===== src/rtl/mem_arb_pkg.sv =====
// Shared types for the IFU/LSU memory arbiter.
// Latency: n/a (types only).
// Backpressure: n/a.
package mem_arb_pkg;

    typedef enum logic {
        ARB_IDLE = 1'b0,
        ARB_RESP = 1'b1
    } arb_state_t;

    // Owner encoding doubles as the requester index into the req/grant vectors.
    typedef enum logic {
        OWN_IFU = 1'b0,
        OWN_LSU = 1'b1
    } arb_owner_t;

endpackage


===== src/rtl/mem_arbiter_rr_arb2.sv =====
// Two-requester round-robin picker: req[0]=IFU, req[1]=LSU, one-hot grant.
// Latency: grant is combinational from req; last_grant updates on advance.
// Backpressure: none; advance tells it a grant was consumed.
// Ports: clock, reset (async, active-high), req[1:0], advance, grant[1:0].
module rr_arb2 (
    input  logic       clock,
    input  logic       reset,
    input  logic [1:0] req,
    input  logic       advance,
    output logic [1:0] grant
);

    // 0 = IFU was granted last, 1 = LSU was granted last.
    logic last_grant;

    always_comb begin
        grant = 2'b00;
        case (req)
            2'b01:   grant = 2'b01;
            2'b10:   grant = 2'b10;
            // Contention: whoever did not win last time goes now.
            2'b11:   grant = last_grant ? 2'b01 : 2'b10;
            default: grant = 2'b00;
        endcase
    end

    always_ff @(posedge clock or posedge reset) begin
        if (reset) begin
            last_grant <= 1'b0;
        end else if (advance) begin
            last_grant <= grant[1];
        end
    end

endmodule


===== src/rtl/mem_arbiter.sv =====
// Shares one synchronous-read RAM port between IFU (reads) and LSU (loads/stores).
// Latency: accept in T, response pulse in T+1; one transaction per two cycles.
// Backpressure: req_ready only in idle cycle to the round-robin winner; responses cannot stall.
// Ports: clock/reset, ifu_req_*/ifu_resp_*, lsu_req_*/lsu_resp_*, mem_* to the RAM.
module mem_arbiter
    import mem_arb_pkg::*;
#(
    parameter int ADDR_W = 32,
    parameter int DATA_W = 32
) (
    input  logic                clock,
    input  logic                reset,

    input  logic                ifu_req_valid,
    output logic                ifu_req_ready,
    input  logic [ADDR_W-1:0]   ifu_addr,
    output logic                ifu_resp_valid,
    output logic [DATA_W-1:0]   ifu_rdata,

    input  logic                lsu_req_valid,
    output logic                lsu_req_ready,
    input  logic                lsu_wen,
    input  logic [ADDR_W-1:0]   lsu_addr,
    input  logic [DATA_W-1:0]   lsu_wdata,
    input  logic [DATA_W/8-1:0] lsu_wbmask,
    output logic                lsu_resp_valid,
    output logic [DATA_W-1:0]   lsu_rdata,

    output logic                mem_wen,
    output logic [ADDR_W-1:0]   mem_addr,
    output logic [DATA_W-1:0]   mem_wdata,
    output logic [DATA_W/8-1:0] mem_wbmask,
    input  logic [DATA_W-1:0]   mem_rdata
);

    arb_state_t state, state_nxt;
    arb_owner_t owner;
    logic       owner_wen;
    logic [1:0] req;
    logic [1:0] grant;
    logic       accept;

    // Requests are only offered to the picker in the idle cycle and outside
    // reset, so a zero grant covers "busy", "in reset" and "nobody asking".
    assign req    = (state == ARB_IDLE && !reset) ? {lsu_req_valid, ifu_req_valid} : 2'b00;
    assign accept = |grant;

    rr_arb2 u_rr_arb2 (
        .clock   (clock),
        .reset   (reset),
        .req     (req),
        .advance (accept),
        .grant   (grant)
    );

    always_ff @(posedge clock or posedge reset) begin
        if (reset) begin
            state     <= ARB_IDLE;
            owner     <= OWN_IFU;
            owner_wen <= 1'b0;
        end else begin
            state <= state_nxt;
            if (accept) begin
                owner     <= grant[1] ? OWN_LSU : OWN_IFU;
                owner_wen <= grant[1] & lsu_wen;
            end
        end
    end

    always_comb begin
        state_nxt      = state;
        ifu_req_ready  = 1'b0;
        lsu_req_ready  = 1'b0;
        ifu_resp_valid = 1'b0;
        ifu_rdata      = '0;
        lsu_resp_valid = 1'b0;
        lsu_rdata      = '0;
        mem_wen        = 1'b0;
        mem_addr       = '0;
        mem_wdata      = '0;
        mem_wbmask     = '0;

        case (state)
            ARB_IDLE: begin
                ifu_req_ready = grant[0];
                lsu_req_ready = grant[1];
                if (grant[1]) begin
                    mem_wen    = lsu_wen;
                    mem_addr   = lsu_addr;
                    mem_wdata  = lsu_wdata;
                    mem_wbmask = lsu_wbmask;
                end else if (grant[0]) begin
                    mem_addr   = ifu_addr;
                end
                if (accept) begin
                    state_nxt = ARB_RESP;
                end
            end
            ARB_RESP: begin
                // RAM port is idle this cycle; it is presenting last cycle's read.
                state_nxt = ARB_IDLE;
                if (owner == OWN_IFU) begin
                    ifu_resp_valid = 1'b1;
                    ifu_rdata      = mem_rdata;
                end else begin
                    lsu_resp_valid = 1'b1;
                    lsu_rdata      = owner_wen ? '0 : mem_rdata;
                end
            end
            default: state_nxt = ARB_IDLE;
        endcase
    end

endmodule


===== config.mk =====
export PLATFORM = sky130hd
export DESIGN_NAME = mem_arbiter
export DESIGN_NICKNAME = d
export VERILOG_FILES = /design/src/rtl/mem_arb_pkg.sv /design/src/rtl/mem_arbiter_rr_arb2.sv /design/src/rtl/mem_arbiter.sv
export SDC_FILE = /design/constraint.sdc
export NUM_CORES = 1
export LEC_CHECK = 0
export CORE_AREA = 2 2 107 109
export DETAILED_ROUTE_END_ITERATION = 7
export DIE_AREA = 0 0 109 111
export PLACE_DENSITY_LB_ADDON = 0.25
export SKIP_LAST_GASP = 1
export SYNTH_ARGS = -nofsm -noshare
export SYNTH_HDL_FRONTEND = slang
export SYNTH_SLANG_ARGS = --single-unit

===== constraint.sdc =====
create_clock -name clock -period 1.6 [get_ports clock]
set_input_delay 0.32 -clock clock [delete_from_list [all_inputs] [get_ports clock]]
set_output_delay 0.32 -clock clock [all_outputs]
set_load 0.02 [all_outputs]

After elaboration in Yosys (flattened, before gate mapping)
Cells that the tools add are included.
{ "totals": {"ram_bits": 0, "latch_bits": 0, "input_bits": 137, "regBits": 4, "word_cells": 38, "n_memories": 0, "romBits": 0} }
{ "op_classes": {"div": 0, "multipliers": 0, "eq_ne": 3, "bitwise_logic": 2, "n_reduce_logical": 3, "n_lt_le_gt_ge": 0, "n_mux": 26, "shift": 0, "add_sub_neg": 0} }
{ "ops": {"columns": ["cell", "count"], "rows": [
  ["$mux W32", 10],
  ["$mux W1", 10],
  ["$mux W4", 2],
  ["$pmux W2 S3", 1],
  ["$eq A2 B2 Y1 const B", 2],
  ["$mux W2", 2],
  ["$eq A2 B1 Y1 const B", 1],
  ["$pmux W1 S2", 1],
  ["$reduce_or A2 Y1", 1],
  ["$and A1 B1 Y1", 1],
  ["$logic_and A1 B1 Y1", 1],
  ["$logic_not A1 Y1", 1],
  ["$not A1 Y1", 1]
]} }

Longest topological paths before layout
Gate-level depths: netlist (run 1).
{ "depth": {"ltp_word": 8, "depth_mapped": 5, "ltp_nobuf": 3} }

Hierarchy
A second synthesis (run 1) with hierarchy kept.
{ "unflattened": {"cells_unflattened": 179, "area_unflattened_um2": 1287.5} }
{ "by_module_without_submodules": {"columns": ["mod", "cells_per_inst", "instances", "seq_area_each_um2", "area_each_um2"], "rows": [
  ["mem_arbiter", 173, 1, 75.1, 1221.2],
  ["rr_arb2", 6, 1, 25.0, 66.3]
]} }

Worst setup path after synthesis (run 1)
OpenSTA, ideal clock, no wires.
{ "synth_timing": {"path_kind": "reg-to-output", "startpoint": "reg owner", "endpoint": "out lsu_rdata[10]", "setup_slack_ns": 0.008, "path_stages_with_launch": 5, "t_arrival_ns": 1.272, "path_cell_list": "dfrtp_1 -> and2_1 -> and2b_1 -> clkbuf_1 -> and2_1"} }
{ "synth_between": {"elab_chain_cells": 2} }
{ "synth_lines": {"columns": ["item", "line_no", "source"], "rows": [
  ["start: declaration", "mem_arbiter.sv:37", "arb_owner_t owner;"],
  ["start signal: assignment", "mem_arbiter.sv:64", "owner <= grant[1] ? OWN_LSU : OWN_IFU;"],
  ["$mux W32", "mem_arbiter.sv:102", "if (owner == OWN_IFU) begin"],
  ["$mux W32", "mem_arbiter.sv:83", "case (state)"],
  ["end: declaration", "mem_arbiter.sv:27", "output logic [DATA_W-1:0] lsu_rdata,"]
]} }
Every way passes these cells.

Final worst setup path (run 1)
{ "layout_timing": {"startpoint": "in reset", "endpoint": "out mem_addr[27]"} }
{ "layout_between": {"elab_chain_cells": 8} }
{ "layout_lines": {"columns": ["item", "line_no", "source"], "rows": [
  ["start: declaration", "mem_arbiter.sv:12", "input logic reset,"],
  ["$logic_not A1 Y1 (no source line) (*)", null, null],
  ["$logic_and A1 B1 Y1 (*)", "mem_arbiter.sv:45", "assign req = (state == ARB_IDLE && !reset) ? {lsu_req_valid, ifu_req_valid} : 2'b00;"],
  ["$mux W2 (*)", "mem_arbiter.sv:45", null],
  ["$eq A2 B2 Y1 or $eq A2 B1 Y1 (tied branches)", "mem_arbiter_rr_arb2.sv:18", "case (req)"],
  ["$pmux W2 S3 (*)", "mem_arbiter_rr_arb2.sv:18", null],
  ["$mux W32", "mem_arbiter.sv:92", "end else if (grant[0]) begin"],
  ["$mux W32 (*)", "mem_arbiter.sv:87", "if (grant[1]) begin"],
  ["$mux W32 (*)", "mem_arbiter.sv:83", null],
  ["end: declaration", "mem_arbiter.sv:30", "output logic [ADDR_W-1:0] mem_addr,"]
]} }
Mark *: on every way between the ends. The rest lies on a longest branch, timed or not.

==> out/qor.txt, run 1 <==
FLOORPLAN
---------------------------------------------------------------------------------
CORE AREA ..........................................................   0.0111 mm2
Die Outline Area ...................................................   0.0121 mm2
Number of top-level design ports ...................................          274
Initial core utilization ...........................................        10.9%
Die X ..............................................................       109 um
Row count ..........................................................           39
Height of the die ..................................................       111 um

CLOCK TREE
---------------------------------------------------------------------------------
Clock Latency Late Sink ............................................      0.22 ns
Number of buffers between clock root and the deepest sink ..........            2
CTS Hold Buffers Added .............................................            0
Clk root buf .......................................................    clkbuf_16
Sinks on the clock net .............................................            3
Deepest level of the CTS H-tree ....................................            1
Clock tree from TritonCTS ..........................................         done
Reg clk slew, reported paths .......................................      0.03 ns
Num CTS Buffers ....................................................            3

SYNTH
---------------------------------------------------------------------------------
Post-synthesis area per instance ...................................     7.20 um2
Cell accounting for the most synthesized area ......................       and2_1
Synth Cell Area ....................................................  0.00120 mm2
Yosys warnings .....................................................            0
Post-synth top area share ..........................................        53.1%
Syn_nets ...........................................................          304
Register bit total from synthesis ..................................            3
Synth unique cells .................................................           15
Portion of the post-synthesis area used by sequential elements .....        6.24%
Cell types with the largest area share after synthesis ............. and2_1 (53%), a22o_1 (24%), buf_6 (8.4%)
Synthesized netlist cell count .....................................          167

STA
---------------------------------------------------------------------------------
Total count of hold-check failures in the final report .............            0
Post-route setup slack .............................................    -0.283 ns
Transition at the pin with the smallest max-transition slack .......     0.305 ns
Final-layout setup total negative slack ............................    -28.29 ns
Share of the clock period used by the worst path ...................         118%
Maximum clock rate .................................................      531 MHz
Number of max-slew violations in the final report ..................            0
Headroom to the max-slew limit .....................................        79.5%
Post-Route Skew ....................................................   0.00143 ns
Number of endpoints failing setup at the final stage ...............          135
Crit path time final ...............................................      1.88 ns
RSZ-0062 raised after global routing ...............................         true

FINAL LAYOUT
---------------------------------------------------------------------------------
Net count of the finished layout ...................................          590
Commonest cells after routing, fill and taps aside ................. clkdlybuf4s50_1 (133), and2_1 (94), buf_6 (40)
ANT cells ..........................................................            0
Post-route insts no fill ...........................................          595
Commonest non-fill, non-tap cell in the layout ..................... clkdlybuf4s50_1
Final-layout fill cell count .......................................         1153
Area growth syn-to-layout ..........................................         254%
Share of layout cells above drive strength 1 .......................        38.9%

WORST SETUP PATH
---------------------------------------------------------------------------------
Capturing element type of the critical path ........................ primary output
Worst r2r path cells ...............................................            5
Endpoint of the lowest-slack register-to-register path ............. owner_wen$_DFFE_PP0P_
Worst endpoint required time .......................................      1.28 ns
Element type at the critical path start ............................ primary input
Critical path class ................................................       in2out
Setup slack of the worst register-to-register path .................      0.30 ns
Startpoint of the most critical register-to-register path .......... owner$_DFFE_PP0P_
Arrival time reported for the critical path endpoint ...............      1.56 ns
Maximum fanout along the worst path ................................            9

HOLD PATH
---------------------------------------------------------------------------------
Worst min path class ...............................................     in2async

GLOBAL ROUTE
---------------------------------------------------------------------------------
Via count of the first global-routing pass .........................         2269
Overall track demand over capacity in global routing ...............        13.3%
Global route total overflow ........................................            0
Largest net degree at the start of global routing ..................           34
First-pass GRT wire length .........................................     12600 um
Antenna violations before repair ...................................            0

POWER AND IR DROP
---------------------------------------------------------------------------------
Sw Ratio ...........................................................        34.5%
Gate power share ...................................................        73.1%
Power share of the clock group .....................................        21.7%
P_int ..............................................................    0.00119 W
Reported net switching power .......................................   0.000626 W
Sequential share of power ..........................................         5.2%
Cell leakage power .................................................      2.05 nW
Power Density ......................................................   426 mW/mm2
Peak supply drop ...................................................     0.399 mV

PLACEMENT
---------------------------------------------------------------------------------
Post-detailed-placement half-perimeter wirelength ..................      6370 um
Routability congestion estimate ....................................        0.758
Pre-CTS setup slack ................................................    -0.897 ns
Buffers on Ports ...................................................          273
Cells after DPL ....................................................          574

JOB
---------------------------------------------------------------------------------
Maximum capacitance violations .....................................            0

ROUTING
---------------------------------------------------------------------------------
Number of optimization iterations in the first detailed-route pass .            4
Detailed-route DRC error count .....................................            0
Vias/cell ..........................................................         3.89
Final antenna-violating net count ..................................            0
Number of vias in the routed layout ................................         2314
Total Routed Length ................................................      8900 um
Number of DRC markers after the initial detailed-route iteration ...           86
Routed len/inst ....................................................      15.0 um

RUN STATUS
---------------------------------------------------------------------------------
Status ............................................................. finished with violations
Violated checks .................................................... setup timing

-- timing repair --
item	CTS	global route
buffers inserted	4	5
pin swaps	24	15
endpoints found under the setup margin	137	137
cloned	8	1
gates resized for setup	588	56
-- final cells by class --
type	count	area, um2	share of cell area, %
multi-input cells	144	1010	23.8
flip-flops and latches	3	75.1	1.76
inverters	2	7.51	0.176
repair buffers	299	2900	68.2
well taps	143	179	4.20
clock buffers	4	78.8	1.85
-- kinds of logic after synthesis --
group	count (synthesis)	synth area share [%]
AND/OR/NAND/NOR	109	56.4
AO/OA/AOI/OAI	35	25.1
buffers and inverters	20	12.3
flip-flops	3	6.24
-- sequential cells by signal, summed over array words and instances (netlist names) --
name / flops
owner_wen: 1
owner: 1
state: 1
-- worst max-delay path, stage by stage --
cell	delay (ns)
dlygate4sd2_1	0.25
nor2_2	0.13
buf_4	0.12
and3_4	0.28
buf_12	0.16
a22o_1	0.17
buf_6	0.13
-- through the flow --
step                hold WS, ns  total power, W  utilization (%)  area (um2)
CTS                       0.129         0.00182             38.4        4250
detailed placement        0.502         0.00134             36.9        4090
floorplan                0.0736        0.000588                -        1200
finish                    0.132         0.00181             38.4        4260
global placement          0.503         0.00133             36.9        4090
global route              0.142         0.00191             38.4        4260
-- Yosys cell counts --
cell type / count
nor2b_1: 1
a21o_1: 1
nand2b_1: 1
nand2_1: 1
buf_6: 9
o21ai_0: 1
and2_1: 102
a22o_1: 33
nor2_1: 1
dfrtp_1: 3
clkbuf_1: 5
and2b_1: 1
and3_1: 2
inv_1: 2
buf_2: 4
-- how the worst max path moves through the flow --
stage | from | end | slack, ns
floorplan | owner$_DFFE_PP0P_ | lsu_rdata[10] | 0.008
finish | reset | mem_addr[27] | -0.28
global placement | reset | mem_addr[14] | -0.89
global route | state$_DFF_PP0_ | mem_addr[26] | -0.37
CTS | owner$_DFFE_PP0P_ | mem_addr[2] | -0.30
detailed placement | reset | mem_addr[27] | -0.90
-- power groups by stage --
stage | Sequential (W) | Combinational [W] | Clock [W]
6_report | 0.0000948 | 0.00133 | 0.000393
5_1_grt | 0.0000964 | 0.00140 | 0.000410
4_1_cts | 0.0000949 | 0.00132 | 0.000404
3_5_place_dp | 0.0000954 | 0.00124 | 0
3_3_place_gp | 0.0000953 | 0.00124 | 0
2_1_floorplan | 0.0000930 | 0.000494 | 0
-- layer usage --
layer,vias to the layer above,global-route usage [%],routed length (um)
met4,0,2.65,106
met1,1021,14.5,3210
met5,-,0,0
li1,1130,-,-
met3,10,3.47,1030
met2,153,25.2,4550
Note: power is estimated with default switching activity, not from simulation.
==> run 2: changes to the inputs <==
CORE_AREA = 3 3 105 107   (was 2 2 107 109)
DIE_AREA = 0 0 108 110   (was 0 0 109 111)
RECOVER_POWER = 100   (was unset)
==> run 2 against run 1 <==
The flow still finishes with violations (setup timing); maximum frequency increased by 0.13%; highest routed layer unchanged; global-route usage is 0.21 points lower; power fell by 0.21%; register-to-register slack improved by 0.05 ns; first-iteration DRC count is 65% lower; sequential share of layout area decreased by 0.11 points; critical endpoint is now mem_addr[13].
==> out/qor.txt, run 2 (synthesis results as in run 1) <==
FLOORPLAN
---------------------------------------------------------------------------------
Row count ..........................................................           37   was 39
Height of the die ..................................................       110 um   was 111 um
Die X ..............................................................       108 um   was 109 um
Die Outline Area ...................................................   0.0119 mm2   was 0.0121 mm2
CORE AREA ..........................................................   0.0102 mm2   was 0.0111 mm2
Initial core utilization ...........................................        11.8%   was 10.9%
Number of top-level design ports ...................................          274   unchanged

PLACEMENT
---------------------------------------------------------------------------------
Routability congestion estimate ....................................        0.767   was 0.758
Buffers on Ports ...................................................          273   unchanged
Post-detailed-placement half-perimeter wirelength ..................      6780 um   was 6370 um

ROUTING
---------------------------------------------------------------------------------
Number of vias in the routed layout ................................         2396   was 2314
Routed len/inst ....................................................      16.8 um   was 15.0 um
Vias/cell ..........................................................         4.00   was 3.89
Number of DRC markers after the initial detailed-route iteration ...           30   was 86
Detailed-route DRC error count .....................................            0   unchanged
Number of optimization iterations in the first detailed-route pass .            4   unchanged
Total Routed Length ................................................     10000 um   was 8900 um
Final antenna-violating net count ..................................            0   unchanged

WORST SETUP PATH
---------------------------------------------------------------------------------
Startpoint of the most critical register-to-register path .......... owner$_DFFE_PP0P_   unchanged
Slowest Stage Delay on Critical Path ...............................      0.44 ns   was 0.28 ns
Cell with the biggest individual delay on the critical path ........      dfrtp_2   was and3_4
List of cells traversed by the critical path ....................... nand2b_4 -> and3_4 -> clkbuf_16 -> a22o_1 -> buf_6   was dlygate4sd2_1 -> nor2_2 -> buf_4 -> and3_4 -> buf_12 -> a22o_1 -> buf_6
Critical path class ................................................      reg2out   was in2out
Arrival time reported for the critical path endpoint ...............      1.56 ns   about the same
Setup slack of the worst register-to-register path .................      0.35 ns   was 0.30 ns
Worst endpoint required time .......................................      1.28 ns   about the same
Element type at the critical path start ............................         flop   was primary input
Capturing element type of the critical path ........................ primary output   unchanged
Origin of the worst setup path ..................................... owner$_DFFE_PP0P_   was reset
Maximum fanout along the worst path ................................            5   was 9
Worst Setup EP ..................................................... mem_addr[13]   was mem_addr[27]
Endpoint of the lowest-slack register-to-register path ............. owner_wen$_DFFE_PP0P_   unchanged
Worst r2r path cells ...............................................            4   was 5

STA
---------------------------------------------------------------------------------
Number of max-slew violations in the final report ..................            0   unchanged
Post-route setup slack .............................................    -0.281 ns   was -0.283 ns
Number of endpoints failing setup at the final stage ...............          136   was 135
Headroom to the max-slew limit .....................................        78.1%   was 79.5%
Total count of hold-check failures in the final report .............            0   unchanged
Post-Route Skew ....................................................  0.000671 ns   was 0.00143 ns
Final-layout setup total negative slack ............................    -28.92 ns   was -28.29 ns
Transition at the pin with the smallest max-transition slack .......     0.325 ns   was 0.305 ns
RSZ-0062 raised after global routing ...............................         true   unchanged
Share of the clock period used by the worst path ...................         118%   about the same
Hold_ws ............................................................     0.152 ns   was 0.132 ns
Maximum clock rate .................................................      532 MHz   was 531 MHz
Crit path time final ...............................................      1.88 ns   about the same

CLOCK TREE
---------------------------------------------------------------------------------
Sinks on the clock net .............................................            3   unchanged
Number of buffers between clock root and the deepest sink ..........            2   unchanged
Clk root buf .......................................................     clkbuf_8   was clkbuf_16
Clock Latency Late Sink ............................................      0.22 ns   about the same
CTS Hold Buffers Added .............................................            0   unchanged
Deepest level of the CTS H-tree ....................................            1   unchanged
Num CTS Buffers ....................................................            3   unchanged
Reg clk slew, reported paths .......................................      0.03 ns   about the same
Clock tree from TritonCTS ..........................................         done   unchanged

JOB
---------------------------------------------------------------------------------
Maximum capacitance violations .....................................            0   unchanged

GLOBAL ROUTE
---------------------------------------------------------------------------------
Global route total overflow ........................................            0   unchanged
Antenna violations before repair ...................................            0   unchanged
Overall track demand over capacity in global routing ...............        13.1%   was 13.3%
First-pass GRT wire length .........................................     12400 um   was 12600 um
Largest net degree at the start of global routing ..................           27   was 34
Via count of the first global-routing pass .........................         2289   was 2269

FINAL LAYOUT
---------------------------------------------------------------------------------
Area growth syn-to-layout ..........................................         284%   was 254%
Final-layout fill cell count .......................................         1019   was 1153
Share of layout cells above drive strength 1 .......................        51.2%   was 38.9%
Multi-input gate area ..............................................  0.00115 mm2   was 0.00101 mm2
Commonest cells after routing, fill and taps aside ................. clkdlybuf4s50_1 (133), buf_6 (88), and2_4 (53)   was clkdlybuf4s50_1 (133), and2_1 (94), buf_6 (40)
Sequential cell area ...............................................     76.3 um2   was 75.1 um2
ANT cells ..........................................................            0   unchanged
Net count of the finished layout ...................................          601   was 590
Commonest non-fill, non-tap cell in the layout ..................... clkdlybuf4s50_1   unchanged
Registers with the most flip-flops ................................. owner x1, owner_wen x1, state x1   unchanged

RUN STATUS
---------------------------------------------------------------------------------
Status ............................................................. finished with violations   unchanged
Violated checks .................................................... setup timing   unchanged

POWER AND IR DROP
---------------------------------------------------------------------------------
Peak supply drop ...................................................     0.370 mV   was 0.399 mV
Power Density ......................................................   392 mW/mm2   was 426 mW/mm2
Total chip power ...................................................    0.00181 W   about the same
Cell leakage power .................................................      2.20 nW   was 2.05 nW

HOLD PATH
---------------------------------------------------------------------------------
Worst min path class ...............................................     in2async   unchanged

run 2: cell count changes in the layout (fill, tap and decap cells not counted), sizes merged:
cell	delta
dlymetal6s2s	-1
clkdlybuf4s15	-6
clkbuf	-14
and3	+1
buf	+31
run 2: how the worst min path moves through the flow:
stage,to,slack (ns),depth (start not counted)
floorplan,owner$_DFFE_PP0P_,0.07,1
global placement,owner_wen$_DFFE_PP0P_,0.50,1
detailed placement,owner_wen$_DFFE_PP0P_,0.50,1
CTS,owner$_DFFE_PP0P_,0.13,2
global route,state$_DFF_PP0_,0.16,2
finish,owner_wen$_DFFE_PP0P_,0.15,2
run 2: where the power goes:
| part | total [W] | switching, W | leakage (nW) | internal (W) |
|---|---|---|---|---|
| combinational | 0.00148 | 0.000595 | 2.14 | 0.000889 |
| clock | 0.000226 | 0.0000555 | 0.0228 | 0.000170 |
| sequential | 0.000101 | 0.0000132 | 0.0369 | 0.0000875 |
run 2: what timing repair did:
item                       CTS  global route
pin swaps                    1            65
setup endpoints to repair  137           137
gates resized for setup    551           261
buffers inserted             1             7
cloned                       7            13
run 2: layer usage:
metal,part of all wire (%),wire length (um),global-route usage (%),up-vias
met1,33,3270,13.3,1099
met5,0,0,0,-
met3,11,1090,4.14,2
met2,56,5670,26.8,139
met4,0.19,19,1.26,0
li1,-,-,-,1156
run 2: area by class of cell:
type	count	share of cell area [%]
timing repair buffer	309	68.5
sequential	3	1.65
inverter	2	0.162
clock buffer	4	0.975
tap	136	3.68
multi-input combinational	145	25.0
run 2: stage by stage:
step	worst slack [ns]	cell area, um2	utilization [%]	instances
floorplan	0.00836	1200	-	167
global placement	-0.882	4070	39.8	569
detailed placement	-0.898	4070	39.8	569
CTS	-0.348	4190	40.9	581
global route	-0.351	4620	45.2	599
finish	-0.281	4620	45.2	599
run 2: worst max-delay path: cells and delay by family (launching register included):
family          cells  cell delay, ns
flops               1            0.44
buf+inv             2            0.31
simple gates        2            0.39
compound gates      1            0.20
==> run 3: changes to the inputs <==
CORE_AREA = 3 3 106 108   (was 3 3 105 107)
DIE_AREA = 0 0 109 111   (was 0 0 108 110)
MAX_ROUTING_LAYER = met4   (was unset)
SYNTH_HIERARCHICAL = 1   (was unset)
==> run 3 against run 2 <==
The flow still finishes with violations (setup timing); synthesized cell count is 7.2% higher; final cell count rose by 1.5%; first-iteration DRC count rose to 3.1 times the previous value; combinational power rose by 36%; sequential power increased by 42%; clock power hardly changed; core utilization is 0.65 points higher; final area rose by 2.4%; critical endpoint is now mem_addr[22]; highest routed layer unchanged.
==> out/qor.txt, run 3 <==
SYNTH
---------------------------------------------------------------------------------
Cell types with the highest counts after synthesis ................. and2_1 (102), a32o_1 (32), buf_2 (17)   was and2_1 (102), a22o_1 (33), buf_6 (9)
Syn_nets ...........................................................          316   was 304
Fraction of synthesis flops using an asynchronous set or reset pin .         100%   unchanged
Cell with the most instances after synthesis .......................       and2_1   unchanged
Cell accounting for the most synthesized area ......................       and2_1   unchanged
Yosys warnings .....................................................            6   was 0
Synth unique cells .................................................           19   was 15
Number of enable flip-flop cells after synthesis ...................            0   unchanged
Post-synthesis area per instance ...................................     7.19 um2   was 7.20 um2
Portion of the post-synthesis area used by sequential elements .....        7.77%   was 6.24%
Register bit total from synthesis ..................................            4   was 3
Main flop type after synthesis .....................................      dfrtp_1   unchanged
Cell types with the largest area share after synthesis ............. and2_1 (50%), a32o_1 (25%), dfrtp_1 (7.8%)   was and2_1 (53%), a22o_1 (24%), buf_6 (8.4%)
Post-synth top area share ..........................................        49.6%   was 53.1%
Synth Cell Area ....................................................  0.00129 mm2   was 0.00120 mm2
Synthesized netlist cell count .....................................          179   was 167

PLACEMENT
---------------------------------------------------------------------------------
Pre-CTS setup slack ................................................     -1.33 ns   was -0.898 ns
Cells after DPL ....................................................          581   was 569
Routability congestion estimate ....................................        0.806   was 0.767
Buffers on Ports ...................................................          273   unchanged
Placed cell areas ..................................................  0.00443 mm2   was 0.00407 mm2
Post-detailed-placement half-perimeter wirelength ..................      7750 um   was 6780 um

STA
---------------------------------------------------------------------------------
Maximum clock rate .................................................      446 MHz   was 532 MHz
Total count of hold-check failures in the final report .............            0   unchanged
Number of max-slew violations in the final report ..................            0   unchanged
Headroom to the max-slew limit .....................................        81.0%   was 78.1%
Post-route setup slack .............................................    -0.640 ns   was -0.281 ns
Transition at the pin with the smallest max-transition slack .......     0.285 ns   was 0.325 ns
Hold_ws ............................................................     0.295 ns   was 0.152 ns
Number of endpoints failing setup at the final stage ...............          139   was 136
Share of the clock period used by the worst path ...................         140%   was 118%
Post-Route Skew ....................................................   0.00451 ns   was 0.000671 ns
Crit path time final ...............................................      2.24 ns   was 1.88 ns
RSZ-0062 raised after global routing ...............................         true   unchanged

POWER AND IR DROP
---------------------------------------------------------------------------------
P_int ..............................................................    0.00144 W   was 0.00115 W
Reported net switching power .......................................   0.000945 W   was 0.000664 W
Cell leakage power .................................................      2.37 nW   was 2.20 nW
Power share of the clock group .....................................         9.4%   was 12.5%
Power Density ......................................................   505 mW/mm2   was 392 mW/mm2
Peak supply drop ...................................................     0.264 mV   was 0.370 mV
Sw Ratio ...........................................................        39.6%   was 36.7%
Sequential share of power ..........................................         6.0%   was 5.6%
Gate power share ...................................................        84.7%   was 82.0%

ROUTING
---------------------------------------------------------------------------------
Number of DRC markers after the initial detailed-route iteration ...           93   was 30
Number of optimization iterations in the first detailed-route pass .            4   unchanged
Total Routed Length ................................................     10400 um   was 10000 um
Final antenna-violating net count ..................................            0   unchanged
Number of vias in the routed layout ................................         2545   was 2396
Vias/cell ..........................................................         4.19   was 4.00
Routed len/inst ....................................................      17.1 um   was 16.8 um
Detailed-route DRC error count .....................................            0   unchanged

CLOCK TREE
---------------------------------------------------------------------------------
Clock tree from TritonCTS ..........................................         done   unchanged
Sinks on the clock net .............................................            4   was 3
Number of buffers between clock root and the deepest sink ..........            2   unchanged
Deepest level of the CTS H-tree ....................................            1   unchanged
Reg clk slew, reported paths .......................................      0.03 ns   about the same
Num CTS Buffers ....................................................            3   unchanged
Clock Latency Late Sink ............................................      0.22 ns   about the same
Clk root buf .......................................................     clkbuf_8   unchanged
CTS Hold Buffers Added .............................................            0   unchanged

FLOORPLAN
---------------------------------------------------------------------------------
Die Outline Area ...................................................   0.0121 mm2   was 0.0119 mm2
Die X ..............................................................       109 um   was 108 um
Initial core utilization ...........................................        12.5%   was 11.8%
Height of the die ..................................................       111 um   was 110 um
Number of top-level design ports ...................................          274   unchanged
CORE AREA ..........................................................   0.0103 mm2   was 0.0102 mm2
Row count ..........................................................           37   unchanged

HOLD PATH
---------------------------------------------------------------------------------
Worst min path class ...............................................     in2async   unchanged

FINAL LAYOUT
---------------------------------------------------------------------------------
Commonest cells after routing, fill and taps aside ................. clkdlybuf4s50_1 (133), buf_6 (77), and2_1 (65)   was clkdlybuf4s50_1 (133), buf_6 (88), and2_4 (53)
Cell area after layout .............................................  0.00473 mm2   was 0.00462 mm2
Final-layout fill cell count .......................................         1008   was 1019
Post-route insts no fill ...........................................          608   was 599
Share of layout cells above drive strength 1 .......................        54.4%   was 51.2%
ANT cells ..........................................................            0   unchanged
Commonest non-fill, non-tap cell in the layout ..................... clkdlybuf4s50_1   unchanged
Area growth syn-to-layout ..........................................         267%   was 284%
Net count of the finished layout ...................................          610   was 601

WORST SETUP PATH
---------------------------------------------------------------------------------
Element type at the critical path start ............................         flop   unchanged
Maximum fanout along the worst path ................................            7   was 5
Worst r2r path cells ...............................................            8   was 4
Arrival time reported for the critical path endpoint ...............      1.92 ns   was 1.56 ns
Capturing element type of the critical path ........................ primary output   unchanged
Worst endpoint required time .......................................      1.28 ns   about the same
Critical path class ................................................      reg2out   unchanged

JOB
---------------------------------------------------------------------------------
Maximum capacitance violations .....................................            0   unchanged

GLOBAL ROUTE
---------------------------------------------------------------------------------
First-pass GRT wire length .........................................     14800 um   was 12400 um
Via count of the first global-routing pass .........................         2663   was 2289
Global route total overflow ........................................            0   unchanged
Largest net degree at the start of global routing ..................           34   was 27
Overall track demand over capacity in global routing ...............        16.1%   was 13.1%
Antenna violations before repair ...................................            0   unchanged

RUN STATUS
---------------------------------------------------------------------------------
Violated checks .................................................... setup timing   unchanged
Status ............................................................. finished with violations   unchanged

==> run 3: worst max-delay path, stage by stage, from the launching register on <==
cell and delay [ns]:
dfrtp_2 0.43, nor3b_4 0.20, a21boi_4 0.22, nor2b_4 0.20
buf_12 0.16, buf_12 0.12, buf_16 0.11, a32o_2 0.13
buf_6 0.12
==> run 3: cells by family (layout without fill, tap and decap cells) <==
logic type / after synthesis / in the layout / synth area share, %
AOI/OAI and AO/OA: 36 / 36 / 27.3
DFF: 4 / 4 / 7.77
muxes: 1 / 1 / 1.17
buffers and inverters: 25 / 318 / 8.94
and+or+nand+nor: 113 / 113 / 54.8
==> run 3: cell type report <==
type | instances | area, um2 | area share (%)
well taps | 136 | 170 | 3.60
inverters | 4 | 17.5 | 0.370
clock buffers | 4 | 45.0 | 0.952
repair buffers | 310 | 3130 | 66.1
multi-input cells | 150 | 1270 | 26.9
flip-flops and latches | 4 | 101 | 2.14
==> run 3: power groups by stage <==
stage	combinational, W	clock [W]	sequential, W
6_report	0.00202	0.000223	0.000143
5_1_grt	0.00214	0.000239	0.000146
4_1_cts	0.00195	0.000229	0.000143
3_5_place_dp	0.00180	0	0.000143
3_3_place_gp	0.00179	0	0.000142
2_1_floorplan	0.000808	0	0.000143
==> run 3: layer usage <==
layer	GRT usage, %	vias up	share of wire (%)
li1	-	1210	-
met5	-	-	0
met2	30.1	174	53
met4	3.96	0	2.0
met3	3.32	16	10
met1	17.0	1145	35
==> run 3: worst paths after layout <==
path                                        from                                to  slack, ns
setup / recovery                 state$_DFF_PP0_                      mem_addr[22]      -0.64
hold / removal                             reset  u_rr_arb2/last_grant$_DFFE_PP0P_       0.29
setup reg to reg                 state$_DFF_PP0_  u_rr_arb2/last_grant$_DFFE_PP0P_      -0.25
hold reg to reg            owner_wen$_DFFE_PP0P_             owner_wen$_DFFE_PP0P_       0.54
max in group asynchronous                  reset                   state$_DFF_PP0_       1.13
min in group clock         owner_wen$_DFFE_PP0P_             owner_wen$_DFFE_PP0P_       0.54
==> run 3: per-stage QoR <==
stage | total power [W] | TNS, ns | util (%)
floorplan | 0.000952 | -12.93 | -
global placement | 0.00193 | -114.72 | 42.9
detailed placement | 0.00194 | -117.98 | 42.9
CTS | 0.00232 | -60.92 | 44.2
global route | 0.00252 | -67.91 | 45.8
finish | 0.00239 | -57.42 | 45.8
==> run 3: timing repair <==
action | 4_1_cts | 5_1_grt
setup endpoints to repair | 139 | 139
setup buffers | 10 | 9
gates cloned | 11 | 2
resized for setup | 649 | 69
endpoints found under the hold margin | 0 | 0
pin swaps | 26 | 49
